===== config.mk =====
export PLATFORM = sky130hd
export DESIGN_NAME = dm_port_arbiter
export DESIGN_NICKNAME = d
export VERILOG_FILES = /design/src/rtl/dm_arb_pkg.sv /design/src/rtl/dm_arb_sat_counter.sv /design/src/rtl/dm_port_arbiter.sv
export SDC_FILE = /design/constraint.sdc
export NUM_CORES = 1
export LEC_CHECK = 0
export BUFFER_PORTS_ARGS = -buffer_cell sky130_fd_sc_hd__buf_2
export CAP_MARGIN = 30
export CORE_AREA = 2 2 74 76
export CTS_CLUSTER_SIZE = 12
export DETAILED_ROUTE_END_ITERATION = 8
export DIE_AREA = 0 0 76 78
export PLACE_DENSITY = 0.85
export SYNTH_ARGS = -nofsm -noshare
export SYNTH_HDL_FRONTEND = slang
export SYNTH_SLANG_ARGS = --single-unit

===== constraint.sdc =====
create_clock -name clk -period 2.1 [get_ports clk]
set_clock_uncertainty 0.05 [all_clocks]
set_input_delay 0.21 -clock clk [delete_from_list [all_inputs] [get_ports clk]]
set_output_delay 0.21 -clock clk [all_outputs]
set_load 0.02 [all_outputs]

===== src/rtl/dm_arb_pkg.sv =====
// Shared types and default widths for the data-memory port arbiter.
package dm_arb_pkg;

    localparam int DMA_SIZE_DEF = 17;
    localparam int DMD_SIZE_DEF = 16;

    typedef enum logic {
        CORE_PRI  = 1'b0,
        DMA_FORCE = 1'b1
    } arb_state_t;

    typedef enum logic {
        ID_CORE = 1'b0,
        ID_DMA  = 1'b1
    } req_id_t;

    // Arbiter state register; kept as one struct so state and starvation count are visible together.
    typedef struct packed {
        arb_state_t state;
        logic [7:0] starve_cnt;
    } arb_dbg_t;

endpackage


===== src/rtl/dm_arb_sat_counter.sv =====
// Saturating up-counter with enable, used for the optional arbiter statistics.
module dm_arb_sat_counter #(
    parameter int W = 16
) (
    input  logic         clk,
    input  logic         rst_n,
    input  logic         en,
    output logic [W-1:0] cnt
);

    always_ff @(posedge clk or negedge rst_n) begin
        if (!rst_n) begin
            cnt <= '0;
        end else if (en && (cnt != '1)) begin
            cnt <= cnt + W'(1);
        end
    end

endmodule


===== src/rtl/dm_port_arbiter.sv =====
// Arbitrates the single DM port between the core (fixed priority) and a DMA engine with starvation relief.
// Statistics counters are built only when DM_PORT_ARB_STATS_EN is defined.
module dm_port_arbiter
    import dm_arb_pkg::*;
#(
    parameter int DMA_SIZE   = DMA_SIZE_DEF,
    parameter int DMD_SIZE   = DMD_SIZE_DEF,
    parameter int STARVE_MAX = 4,
    parameter int STAT_W     = 16
) (
    input  logic                clk,
    input  logic                rst_n,
    input  logic                core_req,
    input  logic                core_wrb,
    input  logic [DMA_SIZE-1:0] core_add,
    input  logic [DMD_SIZE-1:0] core_wdt,
    output logic                core_gnt,
    output logic                core_rvld,
    input  logic                dma_req,
    input  logic                dma_wrb,
    input  logic [DMA_SIZE-1:0] dma_add,
    input  logic [DMD_SIZE-1:0] dma_wdt,
    output logic                dma_gnt,
    output logic                dma_rvld,
    output logic [DMD_SIZE-1:0] rd_dt,
    output logic                ps_dm_cslt,
    output logic                ps_dm_wrb,
    output logic [DMA_SIZE-1:0] dg_dm_add,
    output logic [DMD_SIZE-1:0] bc_dt,
    input  logic [DMD_SIZE-1:0] dm_bc_dt,
    output logic [STAT_W-1:0]   core_grant_cnt,
    output logic [STAT_W-1:0]   dma_grant_cnt,
    output logic [STAT_W-1:0]   core_stall_cnt
);

    localparam logic [7:0] STARVE_LIM = 8'(STARVE_MAX);

    // Handshake: a requester holds req/wrb/add/wdt stable until its gnt is seen high in the
    // same cycle; req with gnt is the transfer. Dropping req before gnt cancels with no side effects.

    arb_dbg_t            arb_q;
    req_id_t             win_id;
    logic                force_dma;
    logic                starve_inc;
    logic [7:0]          cnt_next;
    logic [DMD_SIZE-1:0] wr_dt;

    always_comb begin
        force_dma  = (arb_q.state == DMA_FORCE) && dma_req;
        core_gnt   = core_req && !force_dma;
        dma_gnt    = dma_req && (!core_req || force_dma);
        win_id     = dma_gnt ? ID_DMA : ID_CORE;
        ps_dm_cslt = core_gnt || dma_gnt;
        ps_dm_wrb  = 1'b0;
        dg_dm_add  = '0;
        wr_dt      = core_wdt;
        if (ps_dm_cslt) begin
            if (win_id == ID_DMA) begin
                ps_dm_wrb = dma_wrb;
                dg_dm_add = dma_add;
                wr_dt     = dma_wdt;
            end else begin
                ps_dm_wrb = core_wrb;
                dg_dm_add = core_add;
            end
        end
        starve_inc = (arb_q.state == CORE_PRI) && core_req && dma_req;
        cnt_next   = arb_q.starve_cnt + 8'd1;
    end

    assign rd_dt = dm_bc_dt;

    // bc_dt trails the granted address by one cycle, matching the DM's execute+1 write.
    always_ff @(posedge clk or negedge rst_n) begin
        if (!rst_n) begin
            arb_q     <= '{state: CORE_PRI, starve_cnt: 8'd0};
            core_rvld <= 1'b0;
            dma_rvld  <= 1'b0;
            bc_dt     <= '0;
        end else begin
            core_rvld <= core_gnt && !core_wrb;
            dma_rvld  <= dma_gnt && !dma_wrb;
            if (ps_dm_cslt && ps_dm_wrb) begin
                bc_dt <= wr_dt;
            end
            if (starve_inc) begin
                arb_q.starve_cnt <= cnt_next;
                arb_q.state      <= (cnt_next == STARVE_LIM) ? DMA_FORCE : CORE_PRI;
            end else begin
                arb_q.starve_cnt <= 8'd0;
                arb_q.state      <= CORE_PRI;
            end
        end
    end

`ifdef DM_PORT_ARB_STATS_EN
    dm_arb_sat_counter #(.W(STAT_W)) u_core_grant_cnt (
        .clk   (clk),
        .rst_n (rst_n),
        .en    (core_gnt),
        .cnt   (core_grant_cnt)
    );

    dm_arb_sat_counter #(.W(STAT_W)) u_dma_grant_cnt (
        .clk   (clk),
        .rst_n (rst_n),
        .en    (dma_gnt),
        .cnt   (dma_grant_cnt)
    );

    dm_arb_sat_counter #(.W(STAT_W)) u_core_stall_cnt (
        .clk   (clk),
        .rst_n (rst_n),
        .en    (core_req && !core_gnt),
        .cnt   (core_stall_cnt)
    );
`else
    assign core_grant_cnt = '0;
    assign dma_grant_cnt  = '0;
    assign core_stall_cnt = '0;
`endif

endmodule


==> impl_metrics.toml, run 1 <==
[status]
status = "finished clean"

[clocking]
cts_resized = 0
hold_buffers = 1
path_clk_slew_ns = 0.09
root_buffer = "clkbuf_8"
clk_latency_ns = 0.27
cts_htree_levels = 1
cts_buffer_depth = 2
postCtsSetupBuffers = 0
cts_tree = "built"
cts_buffers = 3
clock_sinks = 27

[grt]
grt_overflow_total = 0
track_usage_pct = 15.7
antenna_found_initial = 0
grt_max_degree = 28
grt_pass1_vias = 1609
grt_pass1_wl_mm = 7.51

[route]
highest_layer = "met4"
route.met2.wl_mm = 2.52
drtAntennaViolNets = 0
vias = 1768
drt-wirelength-per-cell_um = 11.9
met3_length_um = 429
drt_wl_total_mm = 4.82
drc = 0
routed_via_density = 4.38
drt_iter0_markers = 28
wl_met1_mm = 1.74
firstDrtPassIters = 4

[critical_path]
endpoint_kind = "output pin"
crit_type = "reg2out"
cpLargestDelayFamily = "simple AND/OR/NAND/NOR gates"
rr_endpoint = "bc_dt[2]"
startpoint = "arb_q[8]"
reg2reg_depth = 5
crit_buf_inv = 2
r2r_start = "arb_q[8]"
cpPeakStageDelay_ns = 0.41
required_ns = 1.84
slowest_stage = "dfrtp_1"
r2r_slack_ns = 0.48
start_kind = "flip-flop"
worstPathMaxFanout = 27
crit_cells = 6
worstPathCellList = "nand2b_4 -> nand2_2 -> buf_12 -> nand3_1 -> nand2_1 -> buf_2"
arrival_ns = 1.64

[die]
start_util_pct = 39.7
dieArea_um2 = 5930
ios = 191
coreArea_um2 = 5040
num_rows = 26
die_x_um = 76
die_h_um = 78

[layout]
final_cell_mix = "buf_2 (110), nand2_1 (52), conb_1 (48)"
final_common_cell = "buf_2"
multi_input_area_um2 = 955
fill_cells = 503
layout-drive-gt1-share_pct = 37.7
layout.area.seq_um2 = 676
area_growth_pct = 19.3
final_nets = 424
n_antenna_cell = 0
final_util_pct = 47.4

[timing]
hold_violations = 0
hold_ws_ns = 0.0578
rsz0062_at_grt = "false"
fin_tns_setup_ns = 0
worstMarginPinSlew_ns = 0.604
max_freq_ghz = 0.526
maxSlewHeadroom_pct = 59.7
period_share_pct = 90.5
min_period_ns = 1.90
slew_viol_final = 0
setup_violations = 0

[logic_synthesis]
yosysUniqueCellTypes = 29
yosysSeqAreaShare_pct = 33.8
syn_area_um2 = 2000
netlist_instances = 240
syn_area_per_cell_um2 = 8.34
ys_seq_elements = 27
synthArstFlopShare_pct = 100
yosys_most_used_dff = "dfrtp_1"
synth-edff-count = 0
yosysWarnings = 0

[placed_design]
dp_hpwl_mm = 4.07
port_buffers = 110
place_congestion = 0.808

[power_and_ir_drop]
p_leak_nw = 1.43
p_int_mw = 0.865
irDropWorstVdd_uv = 429
p_switching_mw = 0.512
switching_share_pct = 37.2
clkPwrFrac_pct = 21.6
power_frac_comb_pct = 35.2
p_seq_share_pct = 43.2
power.density_nw_per_um2 = 576

[job]
cap_violations = 0

[hold_path]
hold_class = "in2reg"
holdPathStages = 2
worst_hold_startpoint = "dma_wrb"
hold-path-endpoint = "dma_rvld"
[worst register-to-register path, cell delays in order (launching register included)]
cell      delay [ns]
dfrtp_1         0.41
nand2b_4        0.16
a32oi_2         0.54
buf_4           0.26
nand2_1         0.06
o21ai_1         0.08
[layer usage]
metal  global-route usage, %  vias to the layer above
met5                       0                        -
met4                    6.91                        0
met3                    3.72                       12
met2                    29.1                       94
met1                    17.0                      809
li1                        -                      853
[worst max-delay path by stage]
stage	slack [ns]	end
after detailed placement	0.48	bc_dt[2]
after global placement	0.54	dg_dm_add[15]
final	0.20	dg_dm_add[14]
after floorplan	0.59	dg_dm_add[10]
after CTS	0.19	ps_dm_wrb
after global routing	0.03	ps_dm_wrb
[power groups by stage]
stage / Sequential [mW] / Clock [mW] / Combinational (mW)
final: 0.595 / 0.297 / 0.484
after global routing: 0.603 / 0.334 / 0.526
after CTS: 0.596 / 0.310 / 0.488
after detailed placement: 0.606 / 0 / 0.486
after global placement: 0.605 / 0 / 0.476
after floorplan: 0.666 / 0 / 0.349
[per-stage QoR]
stage | std cells | setup WS [ns] | power (mW) | cell area, µm²
floorplan | 287 | 0.585 | 1.02 | 2180
global placement | 399 | 0.540 | 1.08 | 2330
detailed placement | 399 | 0.480 | 1.09 | 2330
CTS | 404 | 0.189 | 1.39 | 2390
global route | 404 | 0.0350 | 1.46 | 2390
finish | 404 | 0.200 | 1.38 | 2390
[cell usage after synthesis, types with 2 or more instances]
library cell | number | area share (%)
buf_4 | 67 | 25
clkbuf_1 | 2 | 0.38
buf_2 | 3 | 0.75
nor2_1 | 11 | 2.1
nand2_1 | 52 | 9.8
xor2_1 | 4 | 1.7
inv_1 | 2 | 0.38
nand3_1 | 20 | 5.0
xnor2_1 | 3 | 1.3
o21ai_1 | 8 | 2.0
o21ai_0 | 8 | 2.0
dfrtp_1 | 27 | 34
mux2i_1 | 17 | 8.5
[logic make-up after synthesis]
group | count (synthesis) | share of synthesized area [%]
AOI/OAI and AO/OA | 18 | 5.38
xor gates and xnor gates | 7 | 3.06
adders and majority gates | 1 | 0.625
buffers and inverters | 76 | 27.4
DFF | 27 | 33.8
muxes | 17 | 8.50
other | 1 | 0.187
and+or+nand+nor | 93 | 21.1
[state kept, by name (all words and copies together) (netlist names)]
| name | cells |
|---|---|
| bc_dt | 16 |
| core_rvld | 1 |
| arb_q | 9 |
| dma_rvld | 1 |
[cell type report]
cell class                 instances  area share (%)
multi-input combinational        184            40.0
clock inverter                     1           0.314
timing repair buffer             116            25.6
inverter                           3           0.471
tap                               70            3.67
clock buffer                       3            1.73
sequential                        27            28.3
Note: power is estimated with default switching activity, not from simulation.
==> run 2: changes to the inputs <==
--- a/config.mk
+++ b/config.mk
@@ -7,11 +7,10 @@
 export LEC_CHECK = 0
 export BUFFER_PORTS_ARGS = -buffer_cell sky130_fd_sc_hd__buf_2
 export CAP_MARGIN = 30
-export CORE_AREA = 2 2 74 76
+export CORE_UTILIZATION = 37
 export CTS_CLUSTER_SIZE = 12
 export DETAILED_ROUTE_END_ITERATION = 8
-export DIE_AREA = 0 0 76 78
-export PLACE_DENSITY = 0.85
+export PLACE_DENSITY = 0.81
 export SYNTH_ARGS = -nofsm -noshare
 export SYNTH_HDL_FRONTEND = slang
 export SYNTH_SLANG_ARGS = --single-unit
==> constraint.sdc (replaced) <==
create_clock -name clk -period 1.8 [get_ports clk]
set_clock_uncertainty 0.05 [all_clocks]
set_input_delay 0.18 -clock clk [delete_from_list [all_inputs] [get_ports clk]]
set_output_delay 0.18 -clock clk [all_outputs]
set_load 0.02 [all_outputs]
==> impl_metrics.toml, run 2 (synthesis results as in run 1) <==
[timing]
min_period_ns = 1.73
maxSlewHeadroom_pct = 60.7
hold_violations = 0
worstMarginPinSlew_ns = 0.589
slew_viol_final = 0
max_freq_ghz = 0.576
rsz0062_at_grt = "true"
period_share_pct = 96.4
hold_ws_ns = 0.0311
setup_violations = 0

[hold_path]
holdPathStages = 2
hold_class = "in2reg"

[die]
start_util_pct = 38.7
die_x_um = 75.6
ios = 191
coreArea_um2 = 5170
dieArea_um2 = 5710
num_rows = 26
die_h_um = 75.6

[grt]
grt_overflow_total = 0
grt_pass1_vias = 1468
grt_max_degree = 34
track_usage_pct = 14.2
grt_pass1_wl_mm = 6.20
antenna_found_initial = 0

[route]
vias = 1723
drt_iter0_markers = 22
drc = 0
drt_wl_total_mm = 4.34
firstDrtPassIters = 4
drt-wirelength-per-cell_um = 10.7
routed_via_density = 4.25
drtAntennaViolNets = 0

[clocking]
cts_buffers = 3
clock_sinks = 27
cts_htree_levels = 1
clk_latency_ns = 0.26
root_buffer = "clkbuf_8"
cts_tree = "built"
path_clk_slew_ns = 0.09
cts_buffer_depth = 2

[critical_path]
slowest_stage = "dfrtp_1"
crit_cells = 5
r2r_start = "arb_q[8]"
crit_type = "reg2out"
endpoint = "ps_dm_wrb"
required_ns = 1.57
start_kind = "flip-flop"
startpoint = "arb_q[8]"
reg2reg_depth = 6
worstPathCellList = "nand2b_4 -> a32oi_2 -> buf_12 -> inv_1 -> buf_2"
endpoint_kind = "output pin"
worstPathMaxFanout = 33
crit_buf_inv = 3
cpLargestDelayFamily = "flip-flops"
cpPeakStageDelay_ns = 0.42
rr_endpoint = "bc_dt[6]"
r2r_slack_ns = 0.18
arrival_ns = 1.50

[power_and_ir_drop]
p_leak_nw = 1.44
power_mw = 1.59
power.density_nw_per_um2 = 660
irDropWorstVdd_uv = 495

[layout]
final_common_cell = "buf_2"
largest-register = "bc_dt"
area_growth_pct = 20.6
largest_register_ff_count = 16
final_cell_mix = "buf_2 (110), nand2_1 (52), conb_1 (48)"
final_util_pct = 46.7
final_nets = 425
layout-drive-gt1-share_pct = 37.6
n_antenna_cell = 0
fin_cells = 405
largestRegisters = "bc_dt x16, arb_q x9"

[placed_design]
place_congestion = 0.686
port_buffers = 110
dp_hpwl_mm = 3.58
dp_cells = 398

[job]
cap_violations = 0

[status]
status = "finished clean"
-- run 2: cell types whose count changed in the layout (fill, tap and decap cells not counted) --
cell,before,now
buf_12,1,2
buf_4,4,3
buf_8,0,1
clkbuf_1,0,1
clkinvlp_4,1,0
inv_2,1,0
inv_4,0,1
-- run 2: worst reg2reg max path, cell delays in order (launching register included) --
cell and delay (ns):
dfrtp_1 0.42, nand2b_4 0.16, nand2_2 0.14, buf_12 0.12
buf_4 0.26, mux2i_1 0.23, o21ai_0 0.10
-- run 2: cell type report --
class	instances	area, µm²
fillers	533	2760
multi-input cells	184	955
flip-flops and latches	27	676
repair buffers	117	638
well taps	70	87.6
clock buffers	4	45.0
inverters	3	13.8
-- run 2: worst min path at each step --
stage             from       end  slack, ns
3_5_place_dp     rst_n  arb_q[2]       0.17
2_1_floorplan    rst_n  arb_q[0]      -0.17
4_1_cts        dma_wrb  dma_rvld       0.03
3_3_place_gp     rst_n  arb_q[2]       0.15
6_report       dma_wrb  dma_rvld       0.03
5_1_grt        dma_wrb  dma_rvld       0.03
-- run 2: per-stage QoR --
| step | worst slack, ns | instance area [µm²] | setup TNS [ns] |
|---|---|---|---|
| 2_1_floorplan | 0.315 | 2180 | 0 |
| 3_3_place_gp | 0.386 | 2330 | 0 |
| 3_5_place_dp | 0.327 | 2330 | 0 |
| 4_1_cts | 0.0237 | 2390 | 0 |
| 5_1_grt | -0.0278 | 2410 | -0.141 |
| 6_report | 0.0651 | 2410 | 0 |
-- run 2: where the power goes --
group / switching (mW) / internal [mW]
clock: 0.176 / 0.158
sequential: 0.0316 / 0.664
combinational: 0.371 / 0.194
total: 0.579 / 1.02
-- run 2: metal layers --
metal | GRT usage (%) | up-vias | part of all wire, %
met2 | 29.9 | 84 | 56
met3 | 2.51 | 2 | 6.4
met5 | 0 | - | 0
met1 | 14.6 | 784 | 37
li1 | - | 853 | -
met4 | 1.85 | 0 | 0.18
-- run 2: timing repair --
item | CTS | global route
hold endpoints to repair | 27 | 0
setup buffers | 0 | 2
gates resized for setup | 0 | 4
setup endpoints to repair | 0 | 18
hold buffers | 1 | 0
